## config.mk

```make
export PLATFORM = sky130hd
export DESIGN_NAME = fetch_sequencer
export DESIGN_NICKNAME = d
export VERILOG_FILES = /design/src/rtl/fetch_sequencer.sv
export SDC_FILE = /design/constraint.sdc
export NUM_CORES = 1
export LEC_CHECK = 0
export BUFFER_PORTS_ARGS = -buffer_cell sky130_fd_sc_hd__buf_2
export CAP_MARGIN = 10
export CORE_UTILIZATION = 45
export DETAILED_ROUTE_END_ITERATION = 16
export GPL_ROUTABILITY_DRIVEN = 0
export PLACE_DENSITY = 0.78
export SLEW_MARGIN = 40
export SYNTH_ARGS = -nofsm -noshare
export SYNTH_HDL_FRONTEND = slang
export SYNTH_SLANG_ARGS = --single-unit
```

## constraint.sdc

```tcl
create_clock -name clk -period 3.4 [get_ports clk]
set_input_delay 0.68 -clock clk [delete_from_list [all_inputs] [get_ports clk]]
set_output_delay 0.68 -clock clk [all_outputs]
set_load 0.02 [all_outputs]
```

## src/rtl/fetch_sequencer.sv

```systemverilog
// Fetch-stage controller: owns the F-stage PC and sequences instruction-memory
// requests over a req/ack handshake with redirect and address-error handling.
module fetch_sequencer #(
    parameter logic [31:0] RESET_PC   = 32'h0000_3000,
    parameter logic [31:0] HANDLER_PC = 32'h0000_4180,
    parameter logic [31:0] IMEM_LO    = 32'h0000_3000,
    parameter logic [31:0] IMEM_HI    = 32'h0000_6ffc,
    parameter logic [4:0]  EXC_ADEL   = 5'd4
) (
    input  logic        clk,
    input  logic        reset,
    input  logic        stall,
    input  logic        req,
    input  logic        eret,
    input  logic [31:0] epc,
    input  logic        redirect_valid,
    input  logic [31:0] redirect_pc,
    output logic        imem_req,
    output logic [31:0] imem_addr,
    input  logic        imem_ack,
    input  logic [31:0] imem_rdata,
    output logic        instr_valid,
    output logic [31:0] instr,
    output logic [31:0] pc_F,
    output logic [4:0]  exccode_F
);

    typedef enum logic [1:0] {
        S_REQ   = 2'd0,
        S_HOLD  = 2'd1,
        S_DRAIN = 2'd2
    } state_t;

    state_t      state_q, state_d;
    logic [31:0] pc_q, pc_d;
    logic [31:0] drain_addr_q, drain_addr_d;
    logic [31:0] instr_q, instr_d;
    logic [4:0]  exccode_q, exccode_d;

    logic        bad;
    logic        redir;
    logic        req_raw;
    logic [31:0] target;

    assign bad   = (pc_q[1:0] != 2'b00) || (pc_q < IMEM_LO) || (pc_q > IMEM_HI);
    assign redir = req | eret | redirect_valid;

    always_comb begin
        if (req)       target = HANDLER_PC;
        else if (eret) target = epc;
        else           target = redirect_pc;
    end

    always_comb begin
        state_d      = state_q;
        pc_d         = pc_q;
        drain_addr_d = drain_addr_q;
        instr_d      = instr_q;
        exccode_d    = exccode_q;
        req_raw      = 1'b0;
        imem_addr    = pc_q;
        instr_valid  = 1'b0;

        unique case (state_q)
            S_REQ: begin
                req_raw   = !bad;
                imem_addr = pc_q;
                if (redir) begin
                    pc_d = target;
                    // An un-acked request must complete before the new target is fetched.
                    if (!bad && !imem_ack) begin
                        state_d      = S_DRAIN;
                        drain_addr_d = pc_q;
                    end else begin
                        state_d = S_REQ;
                    end
                end else if (bad) begin
                    state_d   = S_HOLD;
                    instr_d   = '0;
                    exccode_d = EXC_ADEL;
                end else if (imem_ack) begin
                    state_d   = S_HOLD;
                    instr_d   = imem_rdata;
                    exccode_d = '0;
                end
            end
            S_HOLD: begin
                instr_valid = 1'b1;
                if (redir) begin
                    pc_d    = target;
                    state_d = S_REQ;
                end else if (!stall) begin
                    pc_d    = pc_q + 32'd4;
                    state_d = S_REQ;
                end
            end
            S_DRAIN: begin
                req_raw   = 1'b1;
                imem_addr = drain_addr_q;
                if (redir)    pc_d    = target;
                if (imem_ack) state_d = S_REQ;
            end
            default: begin
                state_d = S_REQ;
            end
        endcase
    end

    // Reset gating keeps the bus quiet while reset is held.
    assign imem_req  = req_raw & !reset;
    assign instr     = instr_q;
    assign pc_F      = pc_q;
    assign exccode_F = exccode_q;

    always_ff @(posedge clk or posedge reset) begin
        if (reset) begin
            state_q      <= S_REQ;
            pc_q         <= RESET_PC;
            drain_addr_q <= '0;
            instr_q      <= '0;
            exccode_q    <= '0;
        end else begin
            state_q      <= state_d;
            pc_q         <= pc_d;
            drain_addr_q <= drain_addr_d;
            instr_q      <= instr_d;
            exccode_q    <= exccode_d;
        end
    end

endmodule

```

### After elaboration in Yosys (flattened, before gate mapping)

Index checks and enable logic that the tools add are counted.

* flip-flop bits (word level): 103

* $add $sub $neg: 1
* order comparisons: 2
* equal/unequal tests: 6
* muxes and demuxes: 21
* bitwise logic cells: 4
* reductions and logical operators: 15

Operators with widths (number)
* 2-to-1 mux 32 bit: 8
* one-hot mux 32 bit (2 select lines): 1
* adder 32 x 3 -> 32 bit (second input constant): 1
* > comparator 32 x 15 -> 1 bit (second input constant): 1
* < comparator 32 x 14 -> 1 bit (second input constant): 1
* 2-to-1 mux 2 bit: 7
* AND reduction 3 bit: 4
* 2-to-1 mux 5 bit: 2
* one-hot mux 2 bit (3 select lines): 1
* nonzero test 2 bit: 3
* inequality test 4 bit (second input constant): 1
* zero test 1 bit: 3
* inequality test 3 bit (second input constant): 1
* equality test 2 x 1 -> 1 bit (second input constant): 1
* equality test 2 bit (second input constant): 1
* zero test 2 bit: 1
* logical OR 1 bit: 2
* inequality test 2 x 1 -> 1 bit (second input constant): 1
* inequality test 2 bit (second input constant): 1
* bitwise OR 1 bit: 2
* one-hot mux 1 bit (2 select lines): 1
* OR reduction 2 bit: 1
* AND 1 bit: 1
* logical AND 1 bit: 1
* 2 further kinds: 2

### Logic depth before layout (Yosys ltp)

Gate-level depths: netlist (run 1).

* depth in word-level cells: 8
* depth in mapped cells: 8
* gate-level depth less buffers: 6

### Least setup slack after synthesis (run 1)

Ideal clock, no wire load.

* path type: register to register
* start point: register pc_q[15] (netlist: pc_F[15])
* end point: register drain_addr_q[10]
* library setup time: 0.125 ns
* data arrival time: 2.236 ns
* setup slack: 1.039 ns
* cell stages (with the launch flop): 8
* cells stage by stage: dfrtp_1 -> buf_6 -> nor4_4 -> nand3_2 -> or3_4 -> nor4b_4 -> buf_8 -> mux2_4

* longest elaborated chain between the ends: 6

RTL lines
* start: declaration: line 35 `logic [31:0] pc_q, pc_d;`
* start signal: assignment: line 124 `pc_q <= pc_d;`
* < comparator 32 x 14 -> 1 bit: line 45 `assign bad = (pc_q[1:0] != 2'b00) || (pc_q < IMEM_LO) || (pc_q > IMEM_HI);`
* logical OR 1 bit: line 45
* logical OR 1 bit (*): line 45
* zero test 1 bit (*): line 71 `if (!bad && !imem_ack) begin`
* logical AND 1 bit (*): line 71
* AND reduction 3 bit (no line) (*)
* end signal: assignment: line 125 `drain_addr_q <= drain_addr_d;`
* end: declaration: line 36 `logic [31:0] drain_addr_q, drain_addr_d;`

Every way passes the cells marked *; elsewhere a longest branch is shown, timed or not.
A chain may end at the register's enable or synchronous reset.

### Worst setup path in the final report (run 1)

* start point: register state_q[1]
* end point: output imem_addr[13]

* longest elaborated chain between the ends: 2

RTL lines
* start: declaration: line 34 `state_t state_q, state_d;`
* start signal: assignment: line 123 `state_q <= state_d;`
* equality test 2 bit: line 64 `unique case (state_q)`
* 2-to-1 mux 32 bit: line 64
* end: declaration: line 19 `output logic [31:0] imem_addr,`

Every way passes these cells.

==> flow_metrics.tcl, run 1 <==
set metrics [dict create \
    status "finished clean" \
    drc_errors 0 \
    maxCapViolCount 0 \
    setup.worst_path.class "flip-flop to output pin" \
    gr-total-overflow 0 \
    placed_cell_area_um2 6430 \
    nFillCells 995 \
    hold_path_class "primary input to asynchronous set/reset pin" \
    maxSlewViolCount 0 \
    avgSynthCellArea_um2 10.4 \
    cp.required_ns 2.72 \
    relSlewSlack_pct 42.0 \
    synth_seq_cells 99 \
    final_cell_mix "buf_2 (201), dfrtp_1 (97), a22o_1 (35)" \
    arrival_ns 2.07 \
    die_w_um 111 \
    rows 39 \
    mappedNetlistArea_um2 5310 \
    rsz0062_at_grt "false" \
    pin_count 206 \
    grt_pass1_vias 4986 \
    start_kind "flip-flop" \
    max_freq_mhz 364 \
    ys_warn_count 0 \
    fin_nets 800 \
    area.growth.synth_to_final_pct 27.3 \
    antenna_found_initial 2 \
    post_cts_buffers 0 \
    crit_fanout 34 \
    clock_skew_ns 0.00549 \
    setup_tns_ns 0 \
    start_util_pct 46.3 \
    async_flop_share_pct 100 \
    p_leak_nw 3.42 \
    stdcell_area_um2 6760 \
    cts_resized 0 \
    dieHeight_um 111 \
    coreArea_um2 11500 \
    p_per_area_nw_per_um2 427 \
    root_buffer "clkbuf_16" \
    synth_cell_types 55 \
    wl_per_cell_um 18.4 \
    hold_buffers 0 \
    cts_tree "done" \
    synth_edf_count 0 \
    fin_crit_ns 2.75 \
    synthCells 510 \
    ir_drop_uv 416 \
    drt-total-wl_um 15600 \
    synth_top_flop_cell "dfrtp_1" \
    grt_max_degree 86 \
    fin_crit_sh_pct 80.8 \
    cts_buffers 9 \
    cts_sinks 99 \
    final_common_cell "buf_2" \
    hold_viol 0 \
    die_area_um2 12200 \
    ant_nets 0 \
    h-tree-depth 3 \
    critPathCaptureType "output pin" \
    cts_max_path_buffers 2 \
    grt_pass1_wl_um 25600 \
    grt.total_usage_pct 25.9 \
    ys_seq_area_share_pct 46.7 \
    path_clk_slew_ns 0.07 \
    port_buffers 201 \
    power_w 0.00289 \
    dr.pass1.iters 6 \
    worstMarginPinSlew_ns 0.863 \
    clock_latency_ns 0.34 \
    viasPerCell 5.90 \
    vias 4993 \
    setup_viol 0 \
    drive_gt1_share_pct 41.1 \
    drt-initial-drc-count 520 \
    dp_hpwl_um 11200 \
]
[kinds of logic after synthesis]
| logic type | after synthesis | synth area share [%] |
|---|---|---|
| muxes | 59 | 12.8 |
| AOI/OAI and AO/OA | 148 | 19.9 |
| buffers and inverters | 52 | 4.64 |
| other | 1 | 0.0706 |
| xor gates and xnor gates | 1 | 0.165 |
| and+or+nand+nor | 149 | 15.4 |
| DFF | 99 | 46.7 |
| adders and majority gates | 1 | 0.235 |
[where the power goes]
part	switching (W)	leakage [nW]	internal, W
clock network	0.000448	0.163	0.000666
logic	0.000277	1.93	0.000195
registers	0.0000805	1.33	0.00122
[cell type report]
type                       instances  area (um^2)  area share (%)
tap                              143          179            2.65
multi-input combinational        362         2620            38.7
clock inverter                     6         87.6            1.30
clock buffer                      10          239            3.53
inverter                           9         41.3           0.611
sequential                        99         2480            36.7
antenna                            2         5.00          0.0740
timing repair buffer             215         1110            16.4
[routing by layer]
metal | track usage (%) | wire length [um] | vias to the layer above
met3 | 5.19 | 1130 | 24
met1 | 34.2 | 6530 | 2463
met5 | 0 | 0 | -
met2 | 43.1 | 7640 | 230
li1 | - | - | 2276
met4 | 7.73 | 266 | 0
[worst paths after layout]
kind / start / to / slack (ns) / cells past startpoint
worst min register to register: drain_addr_q[2]$_DFFE_PP0P_ / drain_addr_q[2]$_DFFE_PP0P_ / 0.48 / 1
max in group asynchronous: reset / pc_F[10]$_DFFE_PP0P_ / 2.32 / 3
worst min-delay path: reset / instr[24]$_DFFE_PP0P_ / 0.43 / 2
worst max register to register: pc_F[15]$_DFFE_PP0P_ / drain_addr_q[13]$_DFFE_PP0P_ / 0.89 / 6
min in group clk: drain_addr_q[2]$_DFFE_PP0P_ / drain_addr_q[2]$_DFFE_PP0P_ / 0.48 / 1
worst max-delay path: state_q[1]$_DFFE_PP0P_ / imem_addr[13] / 0.65 / 4
[critical path: stages, from the launching register on]
cell and delay, ns:
dfrtp_1 0.53, nor2b_4 0.23, buf_4 0.40, mux2_2 0.39, buf_2 0.16
[metrics by stage]
stage / hold WS, ns / utilization (%) / instances / setup slack [ns]
2_1_floorplan: 0.452 / - / 513 / 0.133
3_3_place_gp: 0.468 / 56.0 / 828 / 0.917
3_5_place_dp: 0.473 / 56.1 / 828 / 0.859
4_1_cts: 0.487 / 58.9 / 844 / 0.662
5_1_grt: 0.477 / 59.0 / 846 / 0.572
6_report: 0.434 / 59.0 / 846 / 0.654
[registers in the layout, indices dropped and copies added, names as in the netlist]
register,flops
instr,32
state_q,2
exccode_F,1
pc_F,32
drain_addr_q,32
[cell usage after synthesis (12+ instances only)]
cell	number	area share, %
nor3_1	12	1.1
nor2_1	28	2.0
a21oi_1	24	2.3
clkbuf_1	25	1.8
mux2i_1	16	3.0
a22o_1	35	5.8
o21ai_0	24	2.3
nand3_1	13	1.2
mux2_2	32	6.8
nand2_1	31	2.2
dfrtp_1	97	46
nor2b_1	24	2.8
Note: power is estimated with default switching activity, not from simulation.
==> run 2: changes to the inputs <==
--- a/config.mk
+++ b/config.mk
@@ -5,12 +5,13 @@
 export SDC_FILE = /design/constraint.sdc
 export NUM_CORES = 1
 export LEC_CHECK = 0
+export ABC_AREA = 1
 export BUFFER_PORTS_ARGS = -buffer_cell sky130_fd_sc_hd__buf_2
 export CAP_MARGIN = 10
 export CORE_UTILIZATION = 45
 export DETAILED_ROUTE_END_ITERATION = 16
 export GPL_ROUTABILITY_DRIVEN = 0
-export PLACE_DENSITY = 0.78
+export PLACE_DENSITY = 0.73
 export SLEW_MARGIN = 40
 export SYNTH_ARGS = -nofsm -noshare
 export SYNTH_HDL_FRONTEND = slang
==> constraint.sdc (replaced) <==
create_clock -name clk -period 2.7 [get_ports clk]
set_input_delay 0.54 -clock clk [delete_from_list [all_inputs] [get_ports clk]]
set_output_delay 0.54 -clock clk [all_outputs]
set_load 0.02 [all_outputs]
==> run 2 against run 1 <==
  * Final cell count is 45% higher
  * Sequential share of layout area is 3.0 points lower
  * Clock skew is 0.0041 ns higher
  * Critical endpoint is now imem_req
  * Highest routed layer unchanged
==> flow_metrics.tcl, run 2 <==
set metrics [dict create \
    whs_ns 0.307 \
    relSlewSlack_pct 48.4 \
    dieHeight_um 118 \
    grt_pass1_vias 5968 \
    rsz0062_at_grt "false" \
    netlist_top_cells_area "dfrtp_1 (40%), nand2_1 (20%), nor2_1 (5.7%)" \
    synth_area_leader_cell "dfrtp_1" \
    root_buffer "clkbuf_16" \
    synthTopCellsByCount "nand2_1 (314), dfrtp_1 (97), nor2_1 (91)" \
    final_cell_mix "nand2_1 (314), buf_2 (201), dfrtp_1 (97)" \
    die_w_um 118 \
    port_buffers 201 \
    ir_drop_uv 353 \
    clock_latency_ns 0.36 \
    ys_warn_count 0 \
    dr.pass1.iters 6 \
    hold_path_class "primary input to asynchronous set/reset pin" \
    worstMarginPinSlew_ns 0.773 \
    wl_per_cell_um 14.6 \
    h-tree-depth 3 \
    p_leak_nw 4.14 \
    drt-total-wl_um 17800 \
    fin_nets 1150 \
    critPathMaxStageDelay_ns 0.60 \
    start_kind "flip-flop" \
    grt_max_degree 100 \
    drive_gt1_share_pct 24.7 \
    clock_skew_ns 0.00961 \
    start_util_pct 47.0 \
    setup.worst_path.class "flip-flop to output pin" \
    synthCells 868 \
    placed_cell_area_um2 7070 \
    drt-initial-drc-count 605 \
    viasPerCell 5.22 \
    setup_viol 0 \
    cp_slowest_cell "dfstp_2" \
    rows 41 \
    synth_top_flop_cell "dfrtp_1" \
    cts_tree "done" \
    maxSlewViolCount 0 \
    pwr-share-clk_pct 35.3 \
    synth_cell_types 38 \
    mappedNetlistArea_um2 6020 \
    synth_seq_cells 99 \
    coreArea_um2 12800 \
    async_flop_share_pct 100 \
    p_switching_w 0.00117 \
    synth_top_cell_area_share_pct 40.3 \
    maxCapViolCount 0 \
    fin_crit_sh_pct 93.9 \
    p_per_area_nw_per_um2 487 \
    path_clk_slew_ns 0.07 \
    cts_resized 0 \
    cts_max_path_buffers 2 \
    pin_count 206 \
    setup_tns_ns 0 \
    antenna_found_initial 0 \
    dp_hpwl_um 13200 \
    power_frac_seq_pct 45.4 \
    avgSynthCellArea_um2 6.94 \
    hold_viol 0 \
    grt.total_usage_pct 26.6 \
    post_cts_buffers 0 \
    switching_share_pct 32.7 \
    synth_edf_count 0 \
    ys_seq_area_share_pct 41.2 \
    yosysMostFrequentCell "nand2_1" \
    die_area_um2 13800 \
    cts_buffers 9 \
    cts_sinks 99 \
    critPathCaptureType "output pin" \
    vias 6387 \
    status "finished clean" \
    gr-total-overflow 0 \
    internal-power_w 0.00242 \
    arrival_ns 2.00 \
    ant_nets 0 \
    antennaDiodeCount 0 \
    stdcell_area_um2 7360 \
    grt_pass1_wl_um 29400 \
    cp.required_ns 2.16 \
    power_frac_comb_pct 19.3 \
    area.growth.synth_to_final_pct 22.2 \
    fin_crit_ns 2.54 \
    final_common_cell "nand2_1" \
    drc_errors 0 \
    worstPathCellList "nand2_1, nor2_2, nand3b_4, nor2_8, o21ai_0, nor2_1, buf_2" \
    crit_fanout 7 \
    hold_buffers 0 \
    max_freq_mhz 394 \
]
==> run 2: cell types whose count changed in the layout (fill, tap and decap cells not counted), sizes merged, moves of 24 or more <==
cell / change
a22o: -35
nor2: +73
o21ai: +41
nand4: +42
nor2b: -24
nand3: +33
nand2: +287
mux2: -43
inv: +67
==> run 2: cells by family (layout without fill, tap and decap cells) <==
kind of cell / Yosys count / in the layout / synth area share (%)
AND/OR/NAND/NOR: 525 / 525 / 38.0
buffers and inverters: 129 / 309 / 10.3
AO/OA/AOI/OAI: 111 / 111 / 9.99
flip-flops: 99 / 99 / 41.2
XOR/XNOR: 2 / 2 / 0.291
adder cells (fa/ha/maj): 1 / 1 / 0.208
other: 1 / 4 / 0.0623
==> run 2: cell type report <==
type | count | area [um^2]
Tap cell | 172 | 215
Timing Repair Buffer | 217 | 1140
Clock inverter | 7 | 70.1
Inverter | 76 | 289
Clock buffer | 9 | 225
Fill cell | 1283 | 5460
Sequential cell | 99 | 2480
Multi-Input combinational cell | 643 | 2940
==> run 2: power by group through the flow <==
stage | registers (W) | logic [W] | clock network, W
2_1_floorplan | 0.00169 | 0.000378 | 0
5_1_grt | 0.00164 | 0.000765 | 0.00134
4_1_cts | 0.00163 | 0.000695 | 0.00131
3_5_place_dp | 0.00166 | 0.000693 | 0
3_3_place_gp | 0.00165 | 0.000694 | 0
6_report | 0.00163 | 0.000691 | 0.00127
==> run 2: worst max-delay path, delay by kind of cell (launching register included) <==
family / cells / cell delay, ns
flip-flops: 1 / 0.60
AND/OR/NAND/NOR: 5 / 0.61
buffers and inverters: 1 / 0.16
AO/OA/AOI/OAI: 1 / 0.26
==> run 2: stage by stage <==
step / worst slack, ns / utilization [%] / power, W / std cells
after floorplan: 0.564 / - / 0.00207 / 871
after CTS: 0.161 / 57.4 / 0.00363 / 1223
after global routing: 0.103 / 57.4 / 0.00375 / 1223
final: 0.164 / 57.4 / 0.00359 / 1223
after global placement: 0.536 / 55.1 / 0.00235 / 1207
after detailed placement: 0.500 / 55.1 / 0.00235 / 1207
==> run 2: final timing paths <==
| check | from | slack (ns) | depth (start not counted) | to |
|---|---|---|---|---|
| worst max register to register | pc_F[27]$_DFFE_PP0P_ | 0.47 | 10 | instr[16]$_DFFE_PP0P_ |
| min in group clk | imem_rdata[25] | 0.42 | 3 | instr[25]$_DFFE_PP0P_ |
| worst min register to register | instr[25]$_DFFE_PP0P_ | 0.47 | 2 | instr[25]$_DFFE_PP0P_ |
| worst max-delay path | pc_F[13]$_DFFE_PP1P_ | 0.16 | 7 | imem_req |
| max in group asynchronous | reset | 1.95 | 3 | pc_F[23]$_DFFE_PP0P_ |
| worst min-delay path | reset | 0.31 | 3 | instr[11]$_DFFE_PP0P_ |
==> run 2: layer usage <==
layer	vias to the layer above	global-route usage, %	wire [um]
met5	-	0	0
met4	0	10.7	533
met3	34	6.83	1340
met2	247	42.5	8350
met1	2951	34.2	7610
li1	3155	-	-
==> run 3: changes to the inputs <==
--- a/config.mk
+++ b/config.mk
@@ -11,7 +11,7 @@
 export CORE_UTILIZATION = 45
 export DETAILED_ROUTE_END_ITERATION = 16
 export GPL_ROUTABILITY_DRIVEN = 0
-export PLACE_DENSITY = 0.73
+export PLACE_DENSITY = 0.7
 export SLEW_MARGIN = 40
 export SYNTH_ARGS = -nofsm -noshare
 export SYNTH_HDL_FRONTEND = slang
==> constraint.sdc (replaced) <==
create_clock -name clk -period 2.7 [get_ports clk]
set_input_delay 0.54 -clock clk [delete_from_list [all_inputs] [get_ports clk]]
set_output_delay 0.54 -clock clk [all_outputs]
set_load 0.1 [all_outputs]
==> run 3 against run 2 <==
  * First-iteration DRC count is 2.6% lower
  * Global-route usage grew 0.22 points
  * Clock skew is 0.0031 ns higher
  * Sequential power barely moved
==> flow_metrics.tcl, run 3 (same netlist as run 2, synthesis figures left out) <==
set metrics [dict create \
    hold_viol 0 \
    setup_viol 0 \
    cts_tree "done" \
    fin_crit_ns 2.53 \
    cp.required_ns 2.16 \
    fin_nets 1152 \
    gr-total-overflow 0 \
    clock_latency_ns 0.35 \
    rows 41 \
    power_frac_comb_pct 32.0 \
    worstMarginPinSlew_ns 0.521 \
    nFillCells 1294 \
    pin_count 206 \
    critPathCapture "imem_req" \
    pwr-share-clk_pct 30.7 \
    power_frac_seq_pct 37.3 \
    setup_tns_ns 0 \
    r2r_setup_slack_ns 0.46 \
    h-tree-depth 3 \
    start_util_pct 47.0 \
    p_per_area_nw_per_um2 573 \
    cts_buffers 9 \
    vias 6386 \
    r2r-start "pc_F[13]$_DFFE_PP1P_" \
    placed_cells 1209 \
    arrival_ns 1.99 \
    grt_pass1_vias 5647 \
    r2r_end "instr[14]$_DFFE_PP0P_" \
    final_cells 1225 \
    drt-total-wl_um 18500 \
    final_cell_mix "nand2_1 (314), buf_2 (192), nor2_1 (89)" \
    drive_gt1_share_pct 28.6 \
    grt.total_usage_pct 26.8 \
    crit_fanout 7 \
    grt_pass1_wl_um 29600 \
    cts_sinks 99 \
    rr_worst_depth 9 \
    rsz0062_at_grt "false" \
    final_common_cell "nand2_1" \
    crit_start "pc_F[13]$_DFFE_PP1P_" \
    drt-initial-drc-count 589 \
    status "finished clean" \
    max_freq_mhz 395 \
    maxCapViolCount 0 \
    dr.pass1.iters 6 \
    wl_per_cell_um 15.1 \
    clock_skew_ns 0.0128 \
    root_buffer "clkbuf_16" \
    p_switching_w 0.00182 \
    maxSlewViolCount 0 \
    cts_max_path_buffers 2 \
    grt_max_degree 84 \
    viasPerCell 5.21 \
    antennaDiodeCount 0 \
    hold_path_class "primary input to asynchronous set/reset pin" \
    power_w 0.00438 \
    relSlewSlack_pct 65.2 \
    critPathCaptureType "output pin" \
    start_kind "flip-flop" \
    setup.worst_path.class "flip-flop to output pin" \
    stdcell_area_um2 7650 \
    placed_cell_area_um2 7340 \
    p_leak_nw 4.21 \
    internal-power_w 0.00256 \
    path_clk_slew_ns 0.08 \
    dp_hpwl_um 13900 \
    ir_drop_uv 282 \
    dieHeight_um 118 \
    die_w_um 118 \
    die_area_um2 13800 \
    hold_buffers 0 \
    coreArea_um2 12800 \
    ant_nets 0 \
    antenna_found_initial 0 \
    fin_crit_sh_pct 93.8 \
    port_buffers 201 \
    area.growth.synth_to_final_pct 27.0 \
    drc_errors 0 \
    fin_util_pct 59.6 \
    switching_share_pct 41.6 \
]
[run 3: layout make-up]
class                      instances  area (um^2)  share of cell area (%)
clock inverter                     7         85.1                    1.11
sequential                        99         2510                    32.9
clock buffer                       9          225                    2.95
timing repair buffer             219         1300                    17.0
inverter                          76          289                    3.78
tap                              172          215                    2.81
multi-input combinational        643         3020                    39.5
[run 3: worst min path at each step]
stage | from | end | slack, ns | cells past startpoint
6_report | reset | instr[23]$_DFFE_PP0P_ | 0.21 | 2
5_1_grt | reset | instr[7]$_DFFE_PP0P_ | 0.23 | 2
4_1_cts | reset | instr[7]$_DFFE_PP0P_ | 0.21 | 2
3_5_place_dp | drain_addr_q[17]$_DFFE_PP0P_ | drain_addr_q[17]$_DFFE_PP0P_ | 0.45 | 2
3_3_place_gp | drain_addr_q[16]$_DFFE_PP0P_ | drain_addr_q[16]$_DFFE_PP0P_ | 0.45 | 2
2_1_floorplan | drain_addr_q[0]$_DFFE_PP0P_ | drain_addr_q[0]$_DFFE_PP0P_ | 0.44 | 2
[run 3: power by group through the flow]
| stage | logic (W) | clock network, W | registers [W] |
|---|---|---|---|
| finish | 0.00140 | 0.00135 | 0.00163 |
| global route | 0.00147 | 0.00143 | 0.00165 |
| CTS | 0.00141 | 0.00137 | 0.00163 |
| detailed placement | 0.00140 | 0 | 0.00166 |
| global placement | 0.00140 | 0 | 0.00166 |
| floorplan | 0.000717 | 0 | 0.00201 |
[run 3: per-stage QoR]
stage	setup slack, ns	hold slack, ns
2_1_floorplan	-0.0827	0.436
3_3_place_gp	0.454	0.449
3_5_place_dp	0.429	0.452
4_1_cts	0.0550	0.210
5_1_grt	0.0807	0.232
6_report	0.168	0.208
[run 3: worst max-delay path, stage by stage, from the launching register on]
cell	delay, ns
dfstp_4	0.65
nand2_1	0.15
nor2_2	0.14
nand3b_4	0.17
nor2_8	0.05
o21ai_1	0.24
nor2_4	0.07
buf_12	0.17
[run 3: routing by layer]
metal	vias to the layer above	wire length, um	global-route usage, %	part of all wire [%]
li1	3154	-	-	-
met1	2935	8670	40.1	47
met2	270	8110	39.7	44
met3	27	1280	3.05	7.0
met4	0	394	9.54	2.1
met5	-	0	0	0
[run 3: repair_timing]
item,4_1_cts,5_1_grt
endpoints found under the setup margin,0,1
buffers inserted,0,0
resized for setup,0,1
